<file path="config.mk">
export PLATFORM = sky130hd
export DESIGN_NAME = fetch_unit_flat
export DESIGN_NICKNAME = d
export VERILOG_FILES = /design/src/rtl/fetch_if.sv /design/src/rtl/fetch_unit.sv /design/src/flat_wrapper.sv
export SDC_FILE = /design/constraint.sdc
export NUM_CORES = 1
export LEC_CHECK = 0
export ABC_AREA = 1
export CORE_MARGIN = 2
export CORE_UTILIZATION = 45
export DETAILED_ROUTE_END_ITERATION = 8
export GPL_ROUTABILITY_DRIVEN = 0
export PLACE_DENSITY_LB_ADDON = 0.05
export SLEW_MARGIN = 40
export SYNTH_ARGS = -nofsm -noshare
export SYNTH_HDL_FRONTEND = slang
export SYNTH_SLANG_ARGS = --single-unit
export TNS_END_PERCENT = 20
</file>
<file path="constraint.sdc">
create_clock -name clk -period 3.5 [get_ports clk]
set_input_delay 0.7 -clock clk [delete_from_list [all_inputs] [get_ports clk]]
set_output_delay 0.7 -clock clk [all_outputs]
set_load 0.02 [all_outputs]
</file>
<file path="src/rtl/fetch_if.sv">
// fetch_if: instruction-memory request/response and fetch-to-decode handshake bundle.
interface fetch_if #(
  parameter int PC_WIDTH    = 32,
  parameter int INSTR_WIDTH = 32
);
  logic                   imem_req;
  logic [PC_WIDTH-1:0]    imem_addr;
  logic                   imem_gnt;
  logic                   imem_rvalid;
  logic [INSTR_WIDTH-1:0] imem_rdata;
  logic                   redirect;
  logic [PC_WIDTH-1:0]    redirect_pc;
  logic                   if_valid;
  logic                   if_ready;
  logic [INSTR_WIDTH-1:0] if_instr;
  logic [5:0]             if_opcode;
  logic [PC_WIDTH-1:0]    if_pc;
  modport master (
    output imem_req, imem_addr, if_valid, if_instr, if_opcode, if_pc,
    input  imem_gnt, imem_rvalid, imem_rdata, redirect, redirect_pc, if_ready
  );
  modport slave (
    input  imem_req, imem_addr, if_valid, if_instr, if_opcode, if_pc,
    output imem_gnt, imem_rvalid, imem_rdata, redirect, redirect_pc, if_ready
  );
endinterface

</file>
<file path="src/rtl/fetch_unit.sv">
// fetch_unit: single-outstanding instruction fetch with redirect squash and valid/ready hand-off to decode.
module fetch_unit #(
  parameter int                  PC_WIDTH    = 32,
  parameter int                  INSTR_WIDTH = 32,
  parameter logic [PC_WIDTH-1:0] RESET_PC    = '0,
  parameter int                  PC_STEP     = 4
) (
  input  logic clk,
  input  logic rst_n,
  fetch_if.master f
);
  typedef enum logic [1:0] {IDLE, FETCH, WAIT, DRAIN} state_t;
  state_t                 state;
  logic [PC_WIDTH-1:0]    pc;
  logic                   valid;
  logic [INSTR_WIDTH-1:0] instr;
  logic [PC_WIDTH-1:0]    instr_pc;
  logic                   fire;
  logic                   pending;
  assign f.imem_req  = state == FETCH && (!valid || f.if_ready);
  assign f.imem_addr = pc;
  assign f.if_valid  = valid;
  assign f.if_instr  = instr;
  assign f.if_opcode = instr[INSTR_WIDTH-1 -: 6];
  assign f.if_pc     = instr_pc;
  assign fire        = f.imem_req && f.imem_gnt;
  // a response is still owed after this cycle only if one was granted and has not returned yet
  assign pending     = fire || ((state == WAIT || state == DRAIN) && !f.imem_rvalid);
  always_ff @(posedge clk or negedge rst_n) begin
    if (!rst_n) begin
      state    <= IDLE;
      pc       <= RESET_PC;
      valid    <= 1'b0;
      instr    <= '0;
      instr_pc <= '0;
    end else if (f.redirect) begin
      pc    <= f.redirect_pc;
      valid <= 1'b0;
      instr <= '0;
      state <= pending ? DRAIN : FETCH;
    end else begin
      if (valid && f.if_ready) valid <= 1'b0;
      if (state == IDLE) state <= FETCH;
      else if (state == FETCH && fire) state <= WAIT;
      else if ((state == WAIT || state == DRAIN) && f.imem_rvalid) begin
        state <= FETCH;
        if (state == WAIT) begin
          instr    <= f.imem_rdata;
          instr_pc <= pc;
          valid    <= 1'b1;
          pc       <= pc + PC_WIDTH'(PC_STEP);
        end
      end
    end
  end
endmodule

</file>
<file path="src/flat_wrapper.sv">
// flat-port wrapper written by rule: the top's interface ports become plain ports
module fetch_unit_flat 
#(
  parameter int                  PC_WIDTH    = 32,
  parameter int                  INSTR_WIDTH = 32,
  parameter logic [PC_WIDTH-1:0] RESET_PC    = '0,
  parameter int                  PC_STEP     = 4
)
  (clk, rst_n, f_imem_req, f_imem_addr, f_if_valid, f_if_instr, f_if_opcode, f_if_pc, f_imem_gnt, f_imem_rvalid, f_imem_rdata, f_redirect, f_redirect_pc, f_if_ready);
  fetch_if #(.PC_WIDTH(PC_WIDTH), .INSTR_WIDTH(INSTR_WIDTH)) f_i ();
  input  logic clk;
  input  logic rst_n;
  output wire logic [$bits(f_i.imem_req)-1:0] f_imem_req;
  output wire logic [$bits(f_i.imem_addr)-1:0] f_imem_addr;
  output wire logic [$bits(f_i.if_valid)-1:0] f_if_valid;
  output wire logic [$bits(f_i.if_instr)-1:0] f_if_instr;
  output wire logic [$bits(f_i.if_opcode)-1:0] f_if_opcode;
  output wire logic [$bits(f_i.if_pc)-1:0] f_if_pc;
  input wire logic [$bits(f_i.imem_gnt)-1:0] f_imem_gnt;
  input wire logic [$bits(f_i.imem_rvalid)-1:0] f_imem_rvalid;
  input wire logic [$bits(f_i.imem_rdata)-1:0] f_imem_rdata;
  input wire logic [$bits(f_i.redirect)-1:0] f_redirect;
  input wire logic [$bits(f_i.redirect_pc)-1:0] f_redirect_pc;
  input wire logic [$bits(f_i.if_ready)-1:0] f_if_ready;
  assign f_imem_req = f_i.imem_req;
  assign f_imem_addr = f_i.imem_addr;
  assign f_if_valid = f_i.if_valid;
  assign f_if_instr = f_i.if_instr;
  assign f_if_opcode = f_i.if_opcode;
  assign f_if_pc = f_i.if_pc;
  assign f_i.imem_gnt = f_imem_gnt;
  assign f_i.imem_rvalid = f_imem_rvalid;
  assign f_i.imem_rdata = f_imem_rdata;
  assign f_i.redirect = f_redirect;
  assign f_i.redirect_pc = f_redirect_pc;
  assign f_i.if_ready = f_if_ready;
  fetch_unit #(.PC_WIDTH(PC_WIDTH), .INSTR_WIDTH(INSTR_WIDTH), .RESET_PC(RESET_PC), .PC_STEP(PC_STEP)) u_core (.clk(clk), .rst_n(rst_n), .f(f_i));
endmodule
</file>
==> flow_summary.json <==
{
  "cts_tree": "done",
  "dp.cells": 871,
  "port_buffers": 173,
  "seqCellArea_mm2": 0.002477,
  "drt-total-wl_mm": 13.59,
  "htree_levels": 3,
  "power.share.switching_pct": 33.93,
  "slowest_delay_ps": 640,
  "finClkSkew_ps": 9.879,
  "leakagePower_nw": 3.121,
  "drc": 0,
  "fin_crit_ps": 2731,
  "drv_cap": 0,
  "postCtsSetupBuffers": 0,
  "ys_seq_elements": 99,
  "cp-start-kind": "input pin",
  "grt_pass1_wl_mm": 21.88,
  "final_core_util_pct": 64.08,
  "cp_common_cell": "clkdlybuf4s50_1",
  "critPathMaxFanout": 2,
  "syn_area_mm2": 0.004880,
  "worst_ep_arrival_time_ps": 2030,
  "r2r_setup_slack_ps": 1590,
  "avgSynthCellArea_um2": 8.356,
  "path_clk_slew_ps": 90,
  "initial_core_util_pct": 45.61,
  "preCtsSetupSlack_ps": 762.1,
  "status": "finished, final reports clean",
  "fin_crit_sh_pct": 78.02,
  "cts_hold_buf": 0,
  "overflow": 0,
  "clockBufferDepth": 2,
  "areaGrowthSynthToFinish_pct": 40.49,
  "fmax_mhz": 366.2,
  "critPathCaptureType": "output port",
  "first_global_vias": 4531,
  "dieWidth_um": 108.1,
  "avgViaCountPerCell": 5.072,
  "grt_setup_unrepaired": "no",
  "wire_per_inst_um": 15.32,
  "multi_input_area_mm2": 0.002001,
  "coreArea_mm2": 0.01070,
  "yosysTopAreaCellShare_pct": 50.77,
  "power_frac_clock_pct": 23.5,
  "fillCellCount": 983,
  "critPathTopFamily": "buffers and inverters",
  "grt_use_total_pct": 24.03,
  "crit_required_ps": 2800,
  "hold_class": "in2async",
  "synth_cell_types": 32,
  "setup_slack_ps": 769.4,
  "tightestPinTransition_ps": 644.1,
  "hold_viol_final": 0,
  "die_h_um": 108.1,
  "antenna_found_initial": 0,
  "seq_area_frac_synth_pct": 50.77,
  "cts_root_buffer": "clkbuf_8",
  "num_rows": 38,
  "diodes": 0,
  "fin_nets": 813,
  "slew_headroom_pct": 57.06,
  "power_switching_mw": 1.247,
  "dieArea_mm2": 0.01169,
  "synth_top_area_cell": "dfrtp_1",
  "finalSetupViolCount": 0,
  "grt_max_degree": 55,
  "drive_gt1_share_pct": 7.229,
  "hpwl_mm": 9.939,
  "irDropWorstVdd_v": 0.0002724,
  "ys_warn_count": 0,
  "path_buf_inv": 2,
  "layout.cells.non_filler": 887,
  "dr.pass1.iters": 4,
  "p_per_area_mw_per_mm2": 536.1,
  "synth_fp_nets": 655,
  "clock_sinks": 99,
  "vias": 4499,
  "cp_slowest_cell": "clkdlybuf4s50_1",
  "syn_inst": 584,
  "clkLatencyLatePin_ps": 370,
  "cts-resized-gates": 0,
  "yosys-top-cells-area": "dfrtp_1 (51%), nand2_1 (14%), a22o_1 (5.7%), nor2_1 (4.5%), nand3_1 (3.9%)",
  "io_pins": 174,
  "cts_inserted_buffers": 9,
  "final_area_mm2": 0.006855,
  "first_iter_violations": 219,
  "internal-power_mw": 2.428,
  "final.setup.tns_ps": 0,
  "finalMaxSlewViolations": 0,
  "combPwrFrac_pct": 34.7,
  "placed_area_mm2": 0.006618,
  "ant_nets": 0,
  "seq_power_share_pct": 41.8,
  "path_class": "in2out",
  "path_cells": "clkdlybuf4s50_1 > nor2_1 > nor3_1 > clkdlybuf4s50_1"
}
[metrics by stage]
step           power, mW  hold slack, ps
6_report           3.675           328.8
5_1_grt            3.892           366.9
4_1_cts            3.715           348.0
3_5_place_dp       2.844           470.8
3_3_place_gp       2.818           466.4
2_1_floorplan      2.176           404.4
[worst reg2reg max path, stage by stage (launching register included)]
cell and delay, ps:
dfrtp_1 410, nand2_2 90, nor2_4 370, nand2_4 300, inv_4 410, nand3_1 140, o211ai_1 110
[flip-flops by register name (all words and copies together), names as in the netlist]
name / count
u_core.f.if_pc: 32
u_core.f.if_valid: 1
u_core.f.if_instr: 32
u_core.state: 2
u_core.f.imem_addr: 32
[area by class of cell]
type                    instances  area share, %
well taps                     140          2.555
flip-flops and latches         99          36.14
multi-input cells             406          29.18
clock buffers                  13          2.464
inverters                      48          2.701
clock inverters                 3          1.004
repair buffers                178          25.95
[logic make-up (layout without fill, tap and decap cells)]
family                     after synthesis  after routing  share of synthesized area (%)
AOI/OAI and AO/OA                      103            103                          14.03
adders and majority gates                1              1                         0.2564
buffers and inverters                   79            242                          8.230
DFF                                     99             99                          50.77
and+or+nand+nor                        302            302                          26.72
[power groups by stage]
stage / Sequential, mW / Combinational [mW] / Clock [mW]
floorplan: 1.81 / 0.371 / 0
global placement: 1.55 / 1.27 / 0
detailed placement: 1.56 / 1.28 / 0
CTS: 1.54 / 1.29 / 0.887
global route: 1.57 / 1.39 / 0.933
finish: 1.54 / 1.27 / 0.864
[per-layer routing]
layer	part of all wire (%)	track usage [%]
met1	42	29.88
met2	47	38.86
met3	8.0	7.233
met4	2.1	10.44
met5	0	0
[worst paths after layout]
check,start,end,cells past startpoint
worst max-delay path,f_if_ready,f_imem_req,4
worst min-delay path,rst_n,u_core.f.if_pc[14],1
worst max register to register,u_core.state[1],u_core.f.imem_addr[10],6
worst min register to register,u_core.f.if_pc[29],u_core.f.if_pc[29],2
max in group asynchronous,rst_n,u_core.f.imem_addr[30],2
min in group clk,u_core.f.if_pc[29],u_core.f.if_pc[29],2
[cell usage in the layout (no fill, tap or decap), types with 2 or more instances in the layout]
cell | synthesis | routed
inv_1 | 44 | 44
nor3_1 | 4 | 4
bufinv_16 | 0 | 2
nand2_1 | 177 | 177
o22ai_1 | 4 | 4
a22o_1 | 32 | 32
a21oi_1 | 10 | 10
dfrtp_1 | 99 | 99
nor2_1 | 58 | 58
inv_4 | 2 | 2
o21ai_2 | 3 | 3
o211ai_1 | 4 | 4
nor2_2 | 5 | 5
nand2_4 | 3 | 3
a31oi_1 | 2 | 2
clkdlybuf4s50_1 | 0 | 172
buf_4 | 9 | 5
nand3_1 | 38 | 38
nand2_2 | 8 | 8
o21ai_1 | 20 | 20
clkbuf_8 | 1 | 12
inv_2 | 2 | 2
nor2_4 | 8 | 8
o21ai_0 | 23 | 23
[synth_stat cells]
library cell / number
inv_1: 44
nand3_1: 38
nand2_2: 8
a21oi_2: 1
o21ai_1: 20
a211oi_1: 1
ha_1: 1
nor2_4: 8
inv_4: 2
a22oi_1: 1
o2111ai_1: 1
o22ai_1: 4
o21ai_0: 23
buf_2: 9
o21ai_2: 3
nand2_1: 177
a31oi_1: 2
buf_4: 9
nor3_1: 4
clkbuf_8: 1
nand2_4: 3
a21oi_1: 10
o211ai_2: 1
o211ai_1: 4
and2_1: 1
clkbuf_1: 6
buf_6: 6
inv_2: 2
a22o_1: 32
nor2_2: 5
dfrtp_1: 99
nor2_1: 58
Power figures use the tool's default switching activity.
